`src/rtl/fifo_mmap_if.sv`:
```
`default_nettype none
// ============================================================================
//  fifo_mmap_if : CPU register bus plus TX/RX valid-ready streams of fifo_mmap
//  Revision     : 1.0
// ============================================================================
interface fifo_mmap_if #(
  parameter int DATA_W = 8
);
  logic [31:2]       addr;
  logic              re;
  logic [31:0]       rd;
  logic              we;
  logic [31:0]       wd;
  logic              tx_valid;
  logic              tx_ready;
  logic [DATA_W-1:0] tx_data;
  logic              rx_valid;
  logic              rx_ready;
  logic [DATA_W-1:0] rx_data;
  logic              irq;

  modport master (
    output addr, re, we, wd, tx_ready, rx_valid, rx_data,
    input  rd, tx_valid, tx_data, rx_ready, irq
  );

  modport slave (
    input  addr, re, we, wd, tx_ready, rx_valid, rx_data,
    output rd, tx_valid, tx_data, rx_ready, irq
  );
endinterface
`default_nettype wire

```
`src/rtl/fifo_mmap.sv`:
```
`default_nettype none
// ============================================================================
//  fifo_mmap : memory-mapped TX/RX FIFO pair with sticky error flags and irq
//  Revision  : 1.0
// ============================================================================
module fifo_mmap #(
  parameter int DATA_W   = 8,
  parameter int TX_DEPTH = 16,
  parameter int RX_DEPTH = 16,
  parameter int RX_DROP  = 0
) (
  input  wire logic  clk,
  input  wire logic  reset,
  fifo_mmap_if.slave bus
);
  localparam int         TX_AW    = $clog2(TX_DEPTH);
  localparam int         RX_AW    = $clog2(RX_DEPTH);
  localparam logic [1:0] A_DATA   = 2'd0;
  localparam logic [1:0] A_STATUS = 2'd1;
  localparam logic [1:0] A_CTRL   = 2'd2;

  logic [DATA_W-1:0] r_tx_mem [TX_DEPTH];
  logic [DATA_W-1:0] r_rx_mem [RX_DEPTH];
  logic [TX_AW:0]    r_tx_wptr, r_tx_rptr;
  logic [RX_AW:0]    r_rx_wptr, r_rx_rptr;
  logic              r_tx_ovf, r_rx_ovf, r_rx_udf;
  logic              r_irq_rx_en, r_irq_tx_en, r_irq;

  logic [1:0]  w_reg;
  logic        w_wr_data, w_wr_ctrl, w_rd_data;
  logic        w_tx_flush, w_rx_flush, w_clr;
  logic        w_tx_empty, w_tx_full, w_tx_pop, w_tx_push, w_tx_ovf_set;
  logic        w_rx_empty, w_rx_full, w_rx_pop, w_rx_push, w_rx_ovf_set, w_rx_udf_set;
  logic        w_rx_ready;
  logic [TX_AW:0] w_tx_count;
  logic [RX_AW:0] w_rx_count;
  logic [8:0]  w_tx_count9, w_rx_count9;
  logic [7:0]  w_tx_sat, w_rx_sat;
  logic [31:0] w_rd;
  logic        w_unused;

  assign w_reg      = bus.addr[3:2];
  assign w_wr_data  = bus.we && (w_reg == A_DATA);
  assign w_wr_ctrl  = bus.we && (w_reg == A_CTRL);
  assign w_rd_data  = bus.re && (w_reg == A_DATA);
  assign w_tx_flush = w_wr_ctrl && bus.wd[0];
  assign w_rx_flush = w_wr_ctrl && bus.wd[1];
  assign w_clr      = w_wr_ctrl && bus.wd[2];

  assign w_tx_empty = (r_tx_wptr == r_tx_rptr);
  assign w_tx_full  = (r_tx_wptr[TX_AW] != r_tx_rptr[TX_AW]) &&
                      (r_tx_wptr[TX_AW-1:0] == r_tx_rptr[TX_AW-1:0]);
  assign w_rx_empty = (r_rx_wptr == r_rx_rptr);
  assign w_rx_full  = (r_rx_wptr[RX_AW] != r_rx_rptr[RX_AW]) &&
                      (r_rx_wptr[RX_AW-1:0] == r_rx_rptr[RX_AW-1:0]);

  // A pop on the same edge frees the slot, so a push into a full FIFO is still accepted.
  assign w_tx_pop     = !w_tx_empty && bus.tx_ready;
  assign w_tx_push    = w_wr_data && (!w_tx_full || w_tx_pop) && !w_tx_flush;
  assign w_tx_ovf_set = w_wr_data && w_tx_full && !w_tx_pop;

  assign w_rx_pop     = w_rd_data && !w_rx_empty;
  assign w_rx_udf_set = w_rd_data && w_rx_empty;
  assign w_rx_push    = bus.rx_valid && w_rx_ready && (!w_rx_full || w_rx_pop) && !w_rx_flush;

  generate
    if (RX_DROP != 0) begin : g_rx_drop
      assign w_rx_ready   = 1'b1;
      assign w_rx_ovf_set = bus.rx_valid && w_rx_full && !w_rx_pop && !w_rx_flush;
    end else begin : g_rx_backpressure
      assign w_rx_ready   = !w_rx_full;
      assign w_rx_ovf_set = 1'b0;
    end
  endgenerate

  assign w_tx_count  = r_tx_wptr - r_tx_rptr;
  assign w_rx_count  = r_rx_wptr - r_rx_rptr;
  assign w_tx_count9 = 9'(w_tx_count);
  assign w_rx_count9 = 9'(w_rx_count);
  assign w_tx_sat    = w_tx_count9[8] ? 8'hFF : w_tx_count9[7:0];
  assign w_rx_sat    = w_rx_count9[8] ? 8'hFF : w_rx_count9[7:0];

  always_comb begin
    w_rd = 32'd0;
    case (w_reg)
      A_DATA:   w_rd = w_rx_empty ? 32'd0 : 32'(r_rx_mem[r_rx_rptr[RX_AW-1:0]]);
      A_STATUS: w_rd = {8'd0, w_rx_sat, w_tx_sat, 1'b0, r_rx_udf, r_rx_ovf, r_tx_ovf,
                        w_rx_full, w_rx_empty, w_tx_full, w_tx_empty};
      A_CTRL:   w_rd = {26'd0, r_irq_tx_en, r_irq_rx_en, 4'd0};
      default:  w_rd = 32'd0;
    endcase
  end

  always_ff @(posedge clk or negedge reset) begin
    if (!reset) begin
      r_tx_wptr   <= '0;
      r_tx_rptr   <= '0;
      r_rx_wptr   <= '0;
      r_rx_rptr   <= '0;
      r_tx_ovf    <= 1'b0;
      r_rx_ovf    <= 1'b0;
      r_rx_udf    <= 1'b0;
      r_irq_rx_en <= 1'b0;
      r_irq_tx_en <= 1'b0;
      r_irq       <= 1'b0;
    end else begin
      if (w_tx_flush) begin
        r_tx_wptr <= '0;
        r_tx_rptr <= '0;
      end else begin
        if (w_tx_push) r_tx_wptr <= r_tx_wptr + {{TX_AW{1'b0}}, 1'b1};
        if (w_tx_pop)  r_tx_rptr <= r_tx_rptr + {{TX_AW{1'b0}}, 1'b1};
      end
      if (w_rx_flush) begin
        r_rx_wptr <= '0;
        r_rx_rptr <= '0;
      end else begin
        if (w_rx_push) r_rx_wptr <= r_rx_wptr + {{RX_AW{1'b0}}, 1'b1};
        if (w_rx_pop)  r_rx_rptr <= r_rx_rptr + {{RX_AW{1'b0}}, 1'b1};
      end
      // A new event in the same cycle as a clear survives the clear.
      r_tx_ovf <= (r_tx_ovf && !w_clr) || w_tx_ovf_set;
      r_rx_ovf <= (r_rx_ovf && !w_clr) || w_rx_ovf_set;
      r_rx_udf <= (r_rx_udf && !w_clr) || w_rx_udf_set;
      if (w_wr_ctrl) begin
        r_irq_rx_en <= bus.wd[4];
        r_irq_tx_en <= bus.wd[5];
      end
      r_irq <= (r_irq_rx_en && !w_rx_empty) || (r_irq_tx_en && w_tx_empty);
    end
  end

  always_ff @(posedge clk) begin
    if (w_tx_push) r_tx_mem[r_tx_wptr[TX_AW-1:0]] <= bus.wd[DATA_W-1:0];
    if (w_rx_push) r_rx_mem[r_rx_wptr[RX_AW-1:0]] <= bus.rx_data;
  end

  assign bus.rd       = w_rd;
  assign bus.tx_valid = !w_tx_empty;
  assign bus.tx_data  = r_tx_mem[r_tx_rptr[TX_AW-1:0]];
  assign bus.rx_ready = w_rx_ready;
  assign bus.irq      = r_irq;

  assign w_unused = &{1'b0, bus.addr[31:4], bus.wd};
endmodule
`default_nettype wire

```
`src/flat_wrapper.sv`:
```
// flat-port wrapper written by rule: the top's interface ports become plain ports
module fifo_mmap_flat 
#(
  parameter int DATA_W   = 8,
  parameter int TX_DEPTH = 16,
  parameter int RX_DEPTH = 16,
  parameter int RX_DROP  = 0
)
  (clk, reset, bus_addr, bus_re, bus_we, bus_wd, bus_tx_ready, bus_rx_valid, bus_rx_data, bus_rd, bus_tx_valid, bus_tx_data, bus_rx_ready, bus_irq);
  fifo_mmap_if #(.DATA_W(DATA_W)) bus_i ();
  input  wire logic clk;
  input  wire logic reset;
  input wire logic [$bits(bus_i.addr)-1:0] bus_addr;
  input wire logic [$bits(bus_i.re)-1:0] bus_re;
  input wire logic [$bits(bus_i.we)-1:0] bus_we;
  input wire logic [$bits(bus_i.wd)-1:0] bus_wd;
  input wire logic [$bits(bus_i.tx_ready)-1:0] bus_tx_ready;
  input wire logic [$bits(bus_i.rx_valid)-1:0] bus_rx_valid;
  input wire logic [$bits(bus_i.rx_data)-1:0] bus_rx_data;
  output wire logic [$bits(bus_i.rd)-1:0] bus_rd;
  output wire logic [$bits(bus_i.tx_valid)-1:0] bus_tx_valid;
  output wire logic [$bits(bus_i.tx_data)-1:0] bus_tx_data;
  output wire logic [$bits(bus_i.rx_ready)-1:0] bus_rx_ready;
  output wire logic [$bits(bus_i.irq)-1:0] bus_irq;
  assign bus_i.addr = bus_addr;
  assign bus_i.re = bus_re;
  assign bus_i.we = bus_we;
  assign bus_i.wd = bus_wd;
  assign bus_i.tx_ready = bus_tx_ready;
  assign bus_i.rx_valid = bus_rx_valid;
  assign bus_i.rx_data = bus_rx_data;
  assign bus_rd = bus_i.rd;
  assign bus_tx_valid = bus_i.tx_valid;
  assign bus_tx_data = bus_i.tx_data;
  assign bus_rx_ready = bus_i.rx_ready;
  assign bus_irq = bus_i.irq;
  fifo_mmap #(.DATA_W(DATA_W), .TX_DEPTH(TX_DEPTH), .RX_DEPTH(RX_DEPTH), .RX_DROP(RX_DROP)) u_core (.clk(clk), .reset(reset), .bus(bus_i));
endmodule
```
`config.mk`:
```
export PLATFORM = sky130hd
export DESIGN_NAME = fifo_mmap_flat
export DESIGN_NICKNAME = d
export VERILOG_FILES = /design/src/rtl/fifo_mmap_if.sv /design/src/rtl/fifo_mmap.sv /design/src/flat_wrapper.sv
export SDC_FILE = /design/constraint.sdc
export NUM_CORES = 1
export LEC_CHECK = 0
export BUFFER_PORTS_ARGS = -buffer_cell sky130_fd_sc_hd__buf_2
export CAP_MARGIN = 20
export CORE_MARGIN = 2
export CORE_UTILIZATION = 35
export DETAILED_ROUTE_END_ITERATION = 8
export GPL_ROUTABILITY_DRIVEN = 1
export PLACE_DENSITY = 0.62
export RECOVER_POWER = 100
export SLEW_MARGIN = 20
export SYNTH_ARGS = -nofsm -noshare
export SYNTH_HDL_FRONTEND = slang
export SYNTH_SLANG_ARGS = --single-unit
```
`constraint.sdc`:
```
create_clock -name clk -period 6.8 [get_ports clk]
set_clock_uncertainty 0.15 [all_clocks]
set_input_delay 1.36 -clock clk [delete_from_list [all_inputs] [get_ports clk]]
set_output_delay 1.36 -clock clk [all_outputs]
set_load 0.01 [all_outputs]
```
# Yosys cells after proc, flatten, opt, wreduce, memory -nomap -nowiden
# Memories as Yosys holds them, arrays and structs flattened.
# Index checks and enable logic that the tools add are counted.
# classes
eq_ne,8
reduce_logical,41
n_addsub,6
muxes,14
# op_table
operator,count
$pmux W32 S3,1
$mux W5,8
$logic_and A1 B1 Y1,23
$add A5 B1 Y5 const B,4
$eq A5 B5 Y1,2
$sub A5 B5 Y5,2
$eq A4 B4 Y1,2
$logic_not A1 Y1,8
$mux W8,1
$reduce_bool A2 Y1,4
$logic_or A1 B1 Y1,5
$mux W1,4
$eq A2 B1 Y1 const B,1
$eq A2 B2 Y1 const B,1
$logic_not A2 Y1,1
$ne A1 B1 Y1,2
# word_totals
in_bits,76
register_bits,26
n_memories,2
output_inout_bits,43
wordCells,81
ramBits,256
# mem_list
name,words,width,rd,rd_clocked_by_memory_dff,wr,line_no,rtl
u_core.r_rx_mem,16,8,1,0,1,fifo_mmap.sv:23,logic [DATA_W-1:0] r_rx_mem [RX_DEPTH];
u_core.r_tx_mem,16,8,1,0,1,fifo_mmap.sv:22,logic [DATA_W-1:0] r_tx_mem [TX_DEPTH];

# Logic depth before layout (Yosys ltp)
# Gate-level depths: netlist of run 1.
# depth
depth_word,8
mapped_depth,10
mapped_depth_nobuf,7

# Least setup slack after synthesis of run 1
# Ideal clock, no wire load.
# synth_timing
path_kind,input to output
startpoint,input port bus_addr[1]
endpoint,output port bus_rd[11]
arrival_ns,2.278
n_path_buf,2
path_slack_ns,3.012
cell_stages,4
required_time_ns,5.290
cell_sequence,clkbuf_1 > nand2b_1 > clkbuf_1 > nor3_1
# synth_via
elab_chain_len,2
elab_cells_between_ends,4
cone_classes,2 x eq/ne; 1 x mux; 1 x reduce/logical
# synth_lines
item,line_no,rtl
from (decl),flat_wrapper.sv:13,input wire logic [$bits(bus_i.addr)-1:0] bus_addr;
$eq A2 B2 Y1 (tied with other cells),fifo_mmap.sv:85,case (w_reg)
$pmux W32 S3 (*),fifo_mmap.sv:85,
to (decl),flat_wrapper.sv:20,output wire logic [$bits(bus_i.rd)-1:0] bus_rd;
# Mark *: on every way between the ends. The rest lies on a longest branch, timed or not.

# Worst setup path in the final report of run 1
# layout_timing
startpoint,register u_core.r_tx_rptr[2]
endpoint,output port bus_rd[12]
# layout_via
elab_chain_len,2
# layout_lines
item,line_no,rtl
from (decl),fifo_mmap.sv:24,"logic [TX_AW:0] r_tx_wptr, r_tx_rptr;"
from (signal assigned),fifo_mmap.sv:112,"if (w_tx_pop) r_tx_rptr <= r_tx_rptr + {{TX_AW{1'b0}}, 1'b1};"
$sub A5 B5 Y5,fifo_mmap.sv:76,assign w_tx_count = r_tx_wptr - r_tx_rptr;
$pmux W32 S3,fifo_mmap.sv:85,
# No other way between the ends.

==> impl_metrics.tcl, run 1 <==
set metrics [dict create \
    grt_max_degree 37 \
    top_usage_layer "met2" \
    cts-hold-fix-buffers 0 \
    cts_max_level 1 \
    drt-wirelength-per-cell_um 20.5 \
    drt-vias-per-instance 5.02 \
    ioPinCount 119 \
    yosysWarnings 0 \
    clk_root_buffer_cell "clkbuf_16" \
    port_buffers 52 \
    synth_top_area_share_pct 64.4 \
    layoutNonFillerInstCount 1221 \
    slowest_stage "clkbuf_1" \
    dr.pass1.iters 5 \
    design.die.area_um2 35600 \
    ir_drop_v 0.000251 \
    place_congestion 0.769 \
    gr-usage-met1_pct 18.8 \
    syn_area_per_cell_um2 17.2 \
    critPathRequiredTime_ns 5.29 \
    rsz0062_at_grt "false" \
    rows 67 \
    antenna_found_initial 1 \
    initial_core_util_pct 35.6 \
    syn_inst 693 \
    hp-class "register to register" \
    nets 847 \
    clk_path_buf_depth 3 \
    clkTransAtPathRegs_ns 0.06 \
    max_freq_mhz 174 \
    drive_gt1_share_pct 16.8 \
    clkSinkCount 282 \
    vias 6133 \
    ys_seq_area_share_pct 69.9 \
    postCtsResizedCells 0 \
    yosys.area.top_type "edfxtp_1" \
    timing.rr.start "u_core.r_tx_rptr[2]$_DFFE_PN0P_" \
    cts_tree "built" \
    wl_mm 25.1 \
    cp.arrival_ns 4.24 \
    grtUsageMet2_pct 24.0 \
    numCtsBuffers 28 \
    gr-usage-met3_pct 2.46 \
    hold_start "u_core.r_rx_ovf$_DFF_PN0_" \
    start_kind "register" \
    finalHoldViolCount 0 \
    die_h_um 189 \
    tightestPinTransition_ns 1.68 \
    placed_cells 1169 \
    max_cap_viol_count 3 \
    clk_latency_ns 0.54 \
    min_period_ns 5.75 \
    reg2reg_slack_ns 2.10 \
    ant_nets 0 \
    grt_pass1_vias 6291 \
    tns_ns 0 \
    netlist_area_um2 11900 \
    powerDensity_nw_per_um2 383 \
    reg2reg_depth 8 \
    synth_area_leaders "edfxtp_1 (64%), mux4_2 (12%), dfrtp_1 (5.5%)" \
    design.core.area_um2 33500 \
    cts_setup_buffers 0 \
    synth_edf_count 256 \
    slew_violations 46 \
    post-route-util_pct 39.9 \
    fin_crit_sh_pct 84.6 \
    r2r_end "u_core.r_tx_mem[7][7]$_DFFE_PP_" \
    worstSetupPathType "register to output pin" \
    synth_flop_cell "edfxtp_1" \
    hold_path_depth 1 \
    syn2layout_area_growth_pct 12.2 \
    grt_use_total_pct 14.2 \
    grt_pass1_wl_mm 38.2 \
    cp_cell_sequence "clkbuf_1, inv_1, ha_1, nor2b_1, o21ai_0, a21oi_1, nor3_1, buf_2" \
    async_flop_share_pct 9.22 \
    status "finished with violations" \
    end_kind "output pin" \
    slew_headroom_pct -12.8 \
    min_delay_worst_endpoint "u_core.r_rx_ovf$_DFF_PN0_" \
    layout_commonest_cell "edfxtp_1" \
    drc 0 \
    crit_fanout 27 \
    slowest_delay_ns 1.12 \
    violations "max-capacitance violations, max-slew violations" \
    drt_iter0_drc 373 \
    setup_viol 0 \
    synth_seq_cells 282 \
    n_antenna_cell 0 \
    hpwlAfterDp_mm 16.7 \
    leakage_nw 4.45 \
    grt-ovfl-total 0 \
    yosysUniqueCellTypes 54 \
    final_cell_mix "edfxtp_1 (256), mux4_2 (62), clkbuf_1 (52), nand2_1 (48), nor2_1 (35)" \
    die_w_um 189 \
]
## critical path: cells and delay by family (launching register included)
kind | cells | cell delay (ns)
flip-flops | 1 | 0.32
AND/OR/NAND/NOR | 2 | 0.62
buffers and inverters | 3 | 1.92
adder cells (fa/ha/maj) | 1 | 0.50
AO/OA/AOI/OAI | 2 | 0.33
## layout make-up
cell class | instances | area (µm²)
clock inverter | 17 | 121
multi-input combinational | 355 | 3260
fill | 3056 | 20100
timing repair buffer | 62 | 268
clock buffer | 35 | 748
tap | 448 | 561
sequential | 282 | 8340
inverter | 22 | 82.6
## Yosys cell counts, drive strengths merged (4+ instances only)
| master | instances |
|---|---|
| inv | 21 |
| nor3 | 15 |
| mux2i | 10 |
| buf | 33 |
| ha | 18 |
| a31oi | 11 |
| nor2b | 11 |
| nand3 | 10 |
| and3 | 11 |
| mux4 | 65 |
| nand2 | 48 |
| xor2 | 5 |
| nor2 | 35 |
| or3 | 5 |
| dfrtp | 26 |
| xnor2 | 8 |
| a21oi | 9 |
| o21ai | 20 |
| mux2 | 4 |
| nor3b | 4 |
| clkbuf | 14 |
| edfxtp | 256 |
| and2 | 17 |
## through the flow
stage / power, W / hold WS (ns) / setup WS, ns / cell area, µm²
2_1_floorplan: 0.00329 / 0.319 / 3.01 / 12000
6_report: 0.00513 / 0.388 / 1.05 / 13400
3_5_place_dp: 0.00376 / 0.373 / 2.34 / 12600
4_1_cts: 0.00521 / 0.391 / 1.75 / 13500
3_3_place_gp: 0.00374 / 0.374 / 2.31 / 12600
5_1_grt: 0.00540 / 0.412 / 0.811 / 13400
## worst max-delay path by stage
stage	start	end	slack, ns
final	u_core.r_tx_rptr[2]$_DFFE_PN0P_	bus_rd[12]	1.05
after global routing	u_core.r_tx_rptr[2]$_DFFE_PN0P_	bus_rd[12]	0.81
after CTS	u_core.r_rx_rptr[3]$_DFFE_PN0P_	bus_rd[1]	1.75
after detailed placement	u_core.r_rx_rptr[3]$_DFFE_PN0P_	bus_rd[1]	2.34
after global placement	u_core.r_rx_rptr[3]$_DFFE_PN0P_	bus_rd[1]	2.31
after floorplan	bus_addr[1]	bus_rd[11]	3.01
## sequential cells by signal, summed over array words and instances (netlist names), 5 cells and up
| register | cells |
|---|---|
| u_core.r_rx_mem | 128 |
| u_core.r_tx_mem | 128 |
| u_core.r_rx_rptr | 5 |
| u_core.r_rx_wptr | 5 |
| u_core.r_tx_rptr | 5 |
| u_core.r_tx_wptr | 5 |
## cell families after synthesis
family	after synthesis	synth area share, %
flops	282	69.9
simple gates	165	6.81
mux	79	13.6
buf+inv	69	3.16
compound gates	64	3.36
fa+ha+maj	20	2.22
xor+xnor	13	0.954
other cells	1	0.0314
## layer usage
| layer | vias up | wire length [µm] |
|---|---|---|
| li1 | 2796 | - |
| met1 | 3111 | 10700 |
| met2 | 174 | 12300 |
| met3 | 52 | 1200 |
| met4 | 0 | 855 |
| met5 | - | 0 |
## report_power, final
| part | switching [W] | leakage [nW] | internal [W] | total (W) |
|---|---|---|---|---|
| clock network | 0.000635 | 0.432 | 0.000820 | 0.00146 |
| logic | 0.000890 | 1.38 | 0.000661 | 0.00155 |
| registers | 0.0000942 | 2.64 | 0.00203 | 0.00212 |
| total | 0.00162 | 4.45 | 0.00351 | 0.00513 |
Power figures use the tool's default switching activity.
==> run 2, diff against run 1 <==
- PLACE_DENSITY: 0.62 -> 0.64
- clock period: 6.8 -> 4.6 ns (I/O delays scaled with it)
==> impl_metrics.tcl, run 2 (synthesis results as in run 1) <==
set metrics [dict create \
    status "finished, final reports clean" \
    slew_violations 0 \
    grt_use_total_pct 14.5 \
    syn2layout_area_growth_pct 13.1 \
    tns_ns 0 \
    drt-vias-per-instance 5.07 \
    gr-usage-met3_pct 2.85 \
    cts-hold-fix-buffers 0 \
    intPower_w 0.00527 \
    postCtsResizedCells 0 \
    p_comb_share_pct 29.9 \
    nets 866 \
    min_period_ns 4.19 \
    setup_ws_ns 0.406 \
    slowest_delay_ns 0.73 \
    ant_nets 0 \
    place_congestion 0.770 \
    slowest_stage "dfrtp_1" \
    design.die.area_um2 35600 \
    power.switching_w 0.00238 \
    ir_drop_v 0.000323 \
    cts_max_level 1 \
    crit_fanout 16 \
    vias 6288 \
    grt_max_degree 31 \
    ioPinCount 119 \
    layoutNonFillerInstCount 1240 \
    max_freq_mhz 238 \
    wl_mm 25.8 \
    worst-path-buf-inv 3 \
    hold_path_depth 1 \
    seqPwrFrac_pct 41.1 \
    slew_headroom_pct 5.50 \
    clkTransAtPathRegs_ns 0.06 \
    setup_viol 0 \
    n_antenna_cell 0 \
    cp_cell_sequence "inv_2, ha_1, nand4_1, o21ai_1, clkbuf_1, o32ai_1, buf_2" \
    cts_setup_buffers 0 \
    grt-ovfl-total 0 \
    clk_root_buffer_cell "clkbuf_16" \
    grtUsageMet2_pct 24.9 \
    reg2reg_depth 7 \
    rows 67 \
    hold_ws_ns 0.393 \
    r2r_end "u_core.r_rx_mem[0][3]$_DFFE_PP_" \
    dr.pass1.iters 6 \
    register_area_um2 8340 \
    top_usage_layer "met2" \
    numCtsBuffers 28 \
    reg2reg_slack_ns 0.79 \
    cts_tree "built" \
    drc 0 \
    critPathRequiredTime_ns 3.53 \
    powerDensity_nw_per_um2 567 \
    tightestPinTransition_ns 1.42 \
    hold_start "u_core.r_rx_ovf$_DFF_PN0_" \
    initial_core_util_pct 35.6 \
    placed_cells 1188 \
    cpLargestDelayFamily "flip-flops" \
    leakage_nw 4.48 \
    end_kind "output pin" \
    die_h_um 189 \
    drive_gt1_share_pct 16.4 \
    grt_pass1_wl_mm 39.0 \
    antenna_found_initial 0 \
    rsz0062_at_grt "false" \
    die_w_um 189 \
    fin_crit_sh_pct 91.2 \
    port_buffers 52 \
    multi_input_area_um2 3260 \
    min_delay_worst_endpoint "u_core.r_rx_ovf$_DFF_PN0_" \
    pwr-share-clk_pct 28.9 \
    sw_frac_of_total_pct 31.2 \
    final_cell_mix "edfxtp_1 (256), clkbuf_1 (72), mux4_2 (62), nand2_1 (48), nor2_1 (35)" \
    hpwlAfterDp_mm 17.0 \
    grt_pass1_vias 6358 \
    hp-class "register to register" \
    clkSinkCount 282 \
    timing.rr.start "u_core.r_rx_rptr[3]$_DFFE_PN0P_" \
    drt_iter0_drc 462 \
    place_ws_ns 0.933 \
    drt-wirelength-per-cell_um 20.8 \
    finalHoldViolCount 0 \
    n_fill_cell 3092 \
    gr-usage-met1_pct 19.1 \
    start_kind "register" \
    layout_commonest_cell "edfxtp_1" \
    clk_latency_ns 0.54 \
    total_power_w 0.00765 \
    design.core.area_um2 33500 \
    clk_path_buf_depth 3 \
    max_cap_viol_count 0 \
    worstSetupPathType "register to output pin" \
    cp.arrival_ns 3.12 \
]
## run 2: changes by cell type in the layout (fill, tap and decap cells not counted), moves of 2 or more
cell	change
clkinv_2	-9
inv_1	-2
clkbuf_8	+3
clkinv_1	+2
buf_4	+3
clkbuf_1	+20
inv_2	+2
## run 2: routing by layer
layer / routed length (µm) / vias up
li1: - / 2823
met1: 10900 / 3268
met2: 13000 / 164
met3: 1350 / 33
met4: 500 / 0
met5: 0 / -
## run 2: worst reg2reg max path: stages, from the launching register on
cell and delay (ns):
dfrtp_1 0.73, inv_2 0.25, ha_1 0.41, and4_1 0.27, a211oi_1 0.49, nand2_1 0.21
nor3_1 0.50, clkbuf_1 0.44
## run 2: final cells by class
cell class                 instances  area share, %
tap                              448           4.15
clock inverter                    11          0.899
sequential                       282           61.8
multi-input combinational        355           24.2
timing repair buffer              81           2.60
clock buffer                      41           5.77
inverter                          22          0.612
## run 2: worst max path at each step
stage | from | endpoint | slack (ns) | cells after the start
6_report | u_core.r_rx_rptr[3]$_DFFE_PN0P_ | bus_rd[1] | 0.41 | 7
5_1_grt | u_core.r_rx_rptr[3]$_DFFE_PN0P_ | bus_rd[6] | 0.16 | 7
4_1_cts | u_core.r_rx_rptr[3]$_DFFE_PN0P_ | bus_rd[4] | 0.33 | 8
3_5_place_dp | u_core.r_rx_rptr[3]$_DFFE_PN0P_ | bus_rd[4] | 0.93 | 8
3_3_place_gp | u_core.r_rx_rptr[3]$_DFFE_PN0P_ | bus_rd[4] | 0.94 | 8
2_1_floorplan | u_core.r_rx_rptr[1]$_DFFE_PN0P_ | u_core.r_rx_mem[3][0]$_DFFE_PP_ | 1.37 | 10
## run 2: power groups by stage
stage               logic (W)  registers (W)  clock network, W
floorplan             0.00175        0.00312                 0
global placement      0.00236        0.00319                 0
detailed placement    0.00238        0.00320                 0
CTS                   0.00240        0.00314           0.00226
global route          0.00253        0.00317           0.00236
finish                0.00229        0.00315           0.00221
## run 2: per-stage QoR
stage / cell area [µm²] / util [%]
global placement: 12700 / 38.0
floorplan: 12000 / -
CTS: 13600 / 40.6
global route: 13500 / 40.3
detailed placement: 12700 / 38.0
finish: 13500 / 40.3
